File: src/rtl/mem_access_unit.sv
`default_nettype none
// ============================================================================
// Module   : mem_access_unit
// Brief    : RISC-V MEM stage - req/ack data-memory port, store lane
//            formatting, load extraction and pipeline stall/bubble control.
//            Optional build macro: MISALIGN_TRAP_EN (flag misaligned H/W
//            accesses instead of silently aligning them).
// Revision : 1.0 - initial release
// ============================================================================
module mem_access_unit (
    input  logic        clock,
    input  logic        reset,
    input  logic        memread,
    input  logic        memwrite,
    input  logic [2:0]  funct3,
    input  logic [31:0] alu_result_in,
    input  logic [31:0] write_data_in,
    input  logic [1:0]  control_wb_in,
    input  logic [4:0]  write_reg_in,
    output logic        dmem_req,
    output logic        dmem_we,
    output logic [31:0] dmem_addr,
    output logic [31:0] dmem_wdata,
    output logic [3:0]  dmem_be,
    input  logic [31:0] dmem_rdata,
    input  logic        dmem_ack,
    output logic        stall,
    output logic [1:0]  control_wb_out,
    output logic [31:0] read_data_out,
    output logic [31:0] alu_result_out,
    output logic [4:0]  write_reg_out,
    output logic        misaligned
);

    typedef enum logic [1:0] {
        IDLE = 2'd0,
        WAIT = 2'd1,
        DONE = 2'd2
    } state_t;

    localparam logic [1:0] c_SZ_B = 2'd0;
    localparam logic [1:0] c_SZ_H = 2'd1;
    localparam logic [1:0] c_SZ_W = 2'd2;

    state_t      r_state;
    state_t      w_state_nxt;

    logic [31:0] r_addr;
    logic [31:0] r_wdata;
    logic [3:0]  r_be;
    logic        r_we;
    logic [1:0]  r_size;
    logic        r_unsigned;
    logic [1:0]  r_off;
    logic [31:0] r_read_data;

    logic        w_access;
    logic        w_trap;
    logic        w_issue;
    logic [1:0]  w_size;
    logic [1:0]  w_off;
    logic [3:0]  w_be;
    logic [31:0] w_wdata;
    logic [7:0]  w_lane_b;
    logic [15:0] w_lane_h;
    logic [31:0] w_load;

    assign w_access = memread | memwrite;

    // Undefined funct3 codes fall through to full-word behaviour.
    always_comb begin
        w_size = c_SZ_W;
        case (funct3)
            3'b000, 3'b100: w_size = c_SZ_B;
            3'b001, 3'b101: w_size = c_SZ_H;
            default:        w_size = c_SZ_W;
        endcase
    end

    // Lane offset with the low bits forced to natural alignment for H and W.
    always_comb begin
        w_off = alu_result_in[1:0];
        if (w_size == c_SZ_H) begin
            w_off = {alu_result_in[1], 1'b0};
        end else if (w_size == c_SZ_W) begin
            w_off = 2'b00;
        end
    end

`ifdef MISALIGN_TRAP_EN
    logic w_misalign_raw;
    assign w_misalign_raw = ((w_size == c_SZ_H) && alu_result_in[0]) ||
                            ((funct3 == 3'b010) && (alu_result_in[1:0] != 2'b00));
    assign w_trap = w_misalign_raw;
`else
    assign w_trap = 1'b0;
`endif

    always_comb begin
        w_be    = 4'b1111;
        w_wdata = write_data_in;
        case (w_size)
            c_SZ_B: begin
                w_be    = 4'b0001 << w_off;
                w_wdata = {4{write_data_in[7:0]}};
            end
            c_SZ_H: begin
                w_be    = w_off[1] ? 4'b1100 : 4'b0011;
                w_wdata = {2{write_data_in[15:0]}};
            end
            default: begin
                w_be    = 4'b1111;
                w_wdata = write_data_in;
            end
        endcase
    end

    // Load extraction uses the size/offset captured at issue time.
    always_comb begin
        w_lane_b = dmem_rdata[7:0];
        case (r_off)
            2'd0:    w_lane_b = dmem_rdata[7:0];
            2'd1:    w_lane_b = dmem_rdata[15:8];
            2'd2:    w_lane_b = dmem_rdata[23:16];
            default: w_lane_b = dmem_rdata[31:24];
        endcase
        w_lane_h = r_off[1] ? dmem_rdata[31:16] : dmem_rdata[15:0];
    end

    always_comb begin
        w_load = dmem_rdata;
        case (r_size)
            c_SZ_B:  w_load = r_unsigned ? {24'd0, w_lane_b}
                                         : {{24{w_lane_b[7]}}, w_lane_b};
            c_SZ_H:  w_load = r_unsigned ? {16'd0, w_lane_h}
                                         : {{16{w_lane_h[15]}}, w_lane_h};
            default: w_load = dmem_rdata;
        endcase
    end

    always_comb begin
        w_state_nxt    = r_state;
        w_issue        = 1'b0;
        dmem_req       = 1'b0;
        stall          = 1'b0;
        misaligned     = 1'b0;
        control_wb_out = control_wb_in;
        read_data_out  = 32'd0;
        case (r_state)
            IDLE: begin
                if (w_access) begin
                    control_wb_out = 2'b00;
                    if (w_trap) begin
                        misaligned = 1'b1;
                    end else begin
                        stall       = 1'b1;
                        w_issue     = 1'b1;
                        w_state_nxt = WAIT;
                    end
                end
            end
            WAIT: begin
                dmem_req       = 1'b1;
                stall          = 1'b1;
                control_wb_out = 2'b00;
                if (dmem_ack) begin
                    w_state_nxt = DONE;
                end
            end
            DONE: begin
                read_data_out = r_read_data;
                // Always retire to IDLE so the held EX/MEM instruction is not re-issued.
                w_state_nxt   = IDLE;
            end
            default: begin
                w_state_nxt = IDLE;
            end
        endcase
    end

    always_ff @(posedge clock) begin
        if (!reset) begin
            r_state     <= IDLE;
            r_addr      <= 32'd0;
            r_wdata     <= 32'd0;
            r_be        <= 4'd0;
            r_we        <= 1'b0;
            r_size      <= 2'd0;
            r_unsigned  <= 1'b0;
            r_off       <= 2'd0;
            r_read_data <= 32'd0;
        end else begin
            r_state <= w_state_nxt;
            if (w_issue) begin
                r_addr     <= {alu_result_in[31:2], 2'b00};
                r_wdata    <= w_wdata;
                r_be       <= w_be;
                r_we       <= memwrite;
                r_size     <= w_size;
                r_unsigned <= funct3[2];
                r_off      <= w_off;
            end
            if ((r_state == WAIT) && dmem_ack) begin
                r_read_data <= w_load;
            end
        end
    end

    assign dmem_addr      = r_addr;
    assign dmem_wdata     = r_wdata;
    assign dmem_be        = r_be;
    assign dmem_we        = r_we;
    assign alu_result_out = alu_result_in;
    assign write_reg_out  = write_reg_in;

endmodule
`default_nettype wire
File: config.mk
export PLATFORM = sky130hd
export DESIGN_NAME = mem_access_unit
export DESIGN_NICKNAME = d
export VERILOG_FILES = /design/src/rtl/mem_access_unit.sv
export SDC_FILE = /design/constraint.sdc
export NUM_CORES = 1
export LEC_CHECK = 0
export CAP_MARGIN = 20
export CORE_MARGIN = 1.5
export CORE_UTILIZATION = 46
export CTS_BUF_LIST = sky130_fd_sc_hd__clkbuf_8
export CTS_CLUSTER_SIZE = 25
export DETAILED_ROUTE_END_ITERATION = 12
export PLACE_DENSITY_LB_ADDON = 0.05
export SLEW_MARGIN = 20
export SYNTH_ARGS = -nofsm -noshare
export SYNTH_HDL_FRONTEND = slang
export SYNTH_SLANG_ARGS = --single-unit
File: constraint.sdc
create_clock -name clock -period 3.71 [get_ports clock]
set_clock_uncertainty 0.1 [all_clocks]
set_input_delay 0.742 -clock clock [delete_from_list [all_inputs] [get_ports clock]]
set_output_delay 0.742 -clock clock [all_outputs]
set_load 0.03 [all_outputs]
* Word level (Yosys, flattened, before mapping)
Cells that the tools add are included.
Widths: inputs -> output; s select.
** Operators by class
- Bitwise operators :: 1
- Reductions and logical operators :: 9
- Equal/unequal tests :: 12
- Mux-type cells :: 21
- Shift-type cells :: 1
** Operator list (count)
- $pmux 32 s2 :: 2
- $mux 32 :: 3
- $pmux 8 s3 :: 1
- $mux 16 :: 1
- $pmux 2 s2 :: 3
- $mux 2 :: 5
- $eq 2x1->1 const B :: 4
- $logic_not 2->1 :: 4
- $pmux 4 s2 :: 1
- $eq 2x2->1 const B :: 3
- $eq 3x3->1 const B :: 2
- $mux 4 :: 1
- $ne 2x2->1 const B :: 2
- $reduce_or 2->1 :: 2
- $shl 1x2->4 const A :: 1
- $eq 3x1->1 const B :: 1
- $logic_not 3->1 :: 1
- $mux 1 :: 3
- $pmux 1 s2 :: 1
- $reduce_and 2->1 :: 1
- $logic_and 1x1->1 :: 1
- $or 1x1->1 :: 1
** Word-level totals
- Input bits :: 111
- Logic and storage cells :: 53
- Flip-flop bits (word level) :: 106

* Depth between registers and ports, before layout
Gate-level depths: netlist (run 1).
- Depth after elaboration :: 8
- Mapped depth :: 6
- Mapped depth without buffers :: 4

* Least setup slack after synthesis (run 1)
No wires, ideal clock.
- Path type :: input -> output
- Start :: in memwrite
- End :: out control_wb_out[0]
- Stages on the path :: 3
- Arrival time :: 1.576 ns
- Path buffers :: 0
- Path slack :: 1.292 ns
- Cell sequence :: nor3_1 nor2_1 nor2b_1
** Between the ends
- Word-level cells in the longest chain between the ends :: 3
** Ends and longest elaborated chain
- start, declared :: line 14 : input logic memwrite,
- $or 1x1->1 :: line 68 : assign w_access = memread | memwrite;
- $mux 2 :: line 151 : if (w_access) begin
- $pmux 2 s2 :: line 149 : case (r_state)
- end, declared :: line 28 : output logic [1:0] control_wb_out,
Every way passes these cells.

* Final worst setup path (run 1)
- Start :: in memwrite
- End :: out stall
** Between the ends
- Word-level cells in the longest chain between the ends :: 3
** Ends and longest elaborated chain
- $or 1x1->1 :: line 68
- $mux 1 :: line 151
- $pmux 1 s2 :: line 149
- end, declared :: line 27 : output logic stall,
Every way passes these cells.

==> results of run 1 <==
-- area by class of cell --
type / count / area (um^2)
flip-flops and latches: 106 / 2120
clock inverters: 6 / 81.3
inverters: 6 / 22.5
well taps: 140 / 175
multi-input cells: 453 / 2630
repair buffers: 249 / 2480
fillers: 926 / 3340
clock buffers: 10 / 138
-- worst max-delay path, cell delays in order --
cell and delay (ps):
clkdlybuf4s50_1 500, nor3_1 70, nor2_1 340, clkdlybuf4s50_1 760
-- path summary, 6_finish.rpt --
path	start	to	slack [ps]
worst max-delay path	memwrite	stall	460
worst min-delay path	dmem_wdata[31]$_SDFFE_PN0P_	dmem_wdata[31]$_SDFFE_PN0P_	370
worst max register to register	r_off[1]$_SDFFE_PN0P_	r_read_data[10]$_SDFFE_PN0P_	1440
worst min register to register	dmem_wdata[31]$_SDFFE_PN0P_	dmem_wdata[31]$_SDFFE_PN0P_	370
-- power breakdown --
group	leakage, nW	switching, mW	internal (mW)
combinational	2.02	0.454	0.359
sequential	0.873	0.0521	1.23
clock	0.111	0.427	0.347
total	3.00	0.932	1.94
-- per-stage QoR --
step | util (%) | cell area (um^2) | power, mW
final | 69.6 | 7640 | 2.87
after global routing | 69.6 | 7640 | 3.01
after CTS | 69.6 | 7640 | 2.89
after detailed placement | 67.6 | 7420 | 2.12
after global placement | 67.6 | 7420 | 2.11
after floorplan | - | 5280 | 1.78
-- routing by layer --
layer | share of wire, % | up-vias | track usage [%]
li1 | - | 2522 | -
met1 | 42 | 2383 | 32.0
met2 | 48 | 220 | 41.5
met3 | 7.8 | 29 | 4.88
met4 | 2.6 | 0 | 9.18
met5 | 0 | - | 0
-- layout by cell type (no fill, tap or decap), types with 3 or more instances in the layout --
master           count
dfxtp_1            106
mux2i_1             18
a21oi_1             26
clkbuf_8            10
a22oi_1              8
a21boi_0            54
nand2_1            156
and2_1              34
a22o_1               3
or3_1                6
nor2b_1              6
o211ai_1             8
buf_4                8
o21ai_0             43
a31oi_1              8
o211a_1             16
o41ai_1              6
clkdlybuf4s50_1    239
conb_1               3
nor2_1               7
nand2b_1            14
and3_1               7
inv_1                5
inv_6                4
nand3_1             19
-- cell families after synthesis --
| logic type | Yosys count | synth area share [%] |
|---|---|---|
| muxes | 20 | 4.35 |
| other | 1 | 0.0712 |
| and+or+nand+nor | 253 | 21.9 |
| buffers and inverters | 95 | 10.2 |
| DFF | 106 | 40.3 |
| AOI/OAI and AO/OA | 177 | 23.2 |
-- registers in the layout, summed over array words and instances, names as in the netlist --
name         flops
r_size           2
r_state          2
r_off            2
dmem_be          4
dmem_we          1
r_unsigned       1
dmem_addr       30
dmem_wdata      32
r_read_data     32
==> flow_metrics.py, run 1 <==
metrics = {
    "sta": {
        "fin_crit_sh_pct": 87.7,
        "hold_viol_final": 0,
        "fmax_ghz": 0.307,
        "min_period_ps": 3250,
        "rsz0062_at_grt": "no",
        "relSlewSlack_pct": 30.9,
        "worst_pin_slew_ps": 1030,
        "drv_slew": 0,
        "finalSetupTns_ps": 0,
        "hold_ws_ps": 369,
        "setup_violations": 0,
        "finalWorstSetupSlack_ps": 457,
    },
    "synth": {
        "synth.area.top_cells": "dfxtp_1 40%, nand2_1 11%, a21boi_0 7.7%, buf_4 6.0%, o21ai_0 4.1%",
        "synthCells": 652,
        "async_flop_share_pct": 0,
        "yosys-top-cells-count": "156 x nand2_1, 106 x dfxtp_1, 54 x a21boi_0, 43 x o21ai_0, 42 x buf_4",
        "synth_edf_count": 0,
        "synth_ff_type": "dfxtp_1",
        "netlist_area_mm2": 0.00527,
        "yosysMostFrequentCell": "nand2_1",
        "ys_seq_area_share_pct": 40.3,
        "synth_top_area_share_pct": 40.3,
        "yosys_warnings": 0,
        "syn_avg_cell_area_um2": 8.08,
        "yosysTopAreaCell": "dfxtp_1",
        "synth-seq-cells": 106,
        "synth_cell_types": 37,
    },
    "worst_setup_path": {
        "crit_path_max_fanout": 4,
        "crit_path_start_kind": "input pin",
        "worstSetupPathType": "input pin to output pin",
        "cp.arrival_ps": 2410,
        "crit_required_ps": 2870,
        "crit_path_end_kind": "output pin",
        "rr_worst_depth": 4,
    },
    "route": {
        "num_vias": 5154,
        "wire_per_inst_um": 16.2,
        "wl_mm": 15.7,
        "drc_errors": 0,
        "drt-initial-drc-count": 315,
        "first_pass_iters": 5,
        "final_antenna_net_count": 0,
        "drt-vias-per-instance": 5.31,
    },
    "clock_network": {
        "post_cts_buffers": 0,
        "cts_resized": 0,
        "clkLatencyLatePin_ps": 360,
        "cts_tree": "yes",
        "cts-root-buf": "clkbuf_8",
        "cts_buffers": 9,
        "ctsLongestPathBuffers": 2,
        "clkTransAtPathRegs_ps": 110,
        "clkSinkCount": 106,
        "holdBufCountCts": 0,
        "cts_max_level": 3,
    },
    "global_routing": {
        "grtUsageTotal_pct": 24.9,
        "grt_max_degree": 59,
        "grt_pass1_wl_mm": 23.4,
        "grt_pass1_vias": 4741,
        "antenna_found_initial": 0,
        "overflow": 0,
    },
    "place": {
        "hpwl_mm": 11.5,
        "io_buffers": 240,
        "placed_cells": 954,
        "gp_congestion": 0.875,
        "pre_cts_slack_ps": 449,
    },
    "min_path": {
        "hp-class": "flop to flop",
        "hold-path-cell-count": 2,
    },
    "final_layout": {
        "nets": 936,
        "syn_to_final_growth_pct": 45.1,
        "layout.cells.non_filler": 970,
        "drive_gt1_share_pct": 3.73,
        "diodes": 0,
    },
    "die": {
        "ios": 254,
        "die-height_um": 110,
        "core_area_mm2": 0.0110,
        "die_x_um": 110,
        "core.rowCount": 38,
        "initial_core_util_pct": 48.0,
        "dieArea_mm2": 0.0121,
    },
    "power_and_ir_drop": {
        "p_leak_nw": 3.00,
        "p_per_area_mw_per_mm2": 376,
        "peakVddDrop_mv": 0.267,
    },
    "status": {
        "outcome": "completed",
    },
    "job": {
        "max_cap_violations": 0,
    },
}
Note: power is estimated with default switching activity, not from simulation.
==> run 2: changes to the inputs <==
Settings changed: SLEW_MARGIN 20 to not set.
==> results of run 2 <==
Same layout as run 1: the final DEF is identical, and so are final timing and power.
==> run 3: changes to the inputs <==
Settings changed: GPL_ROUTABILITY_DRIVEN set to 0, SLEW_MARGIN set to 20.
==> results of run 3 <==
Same layout as run 1: the final DEF is identical, and so are final timing and power.
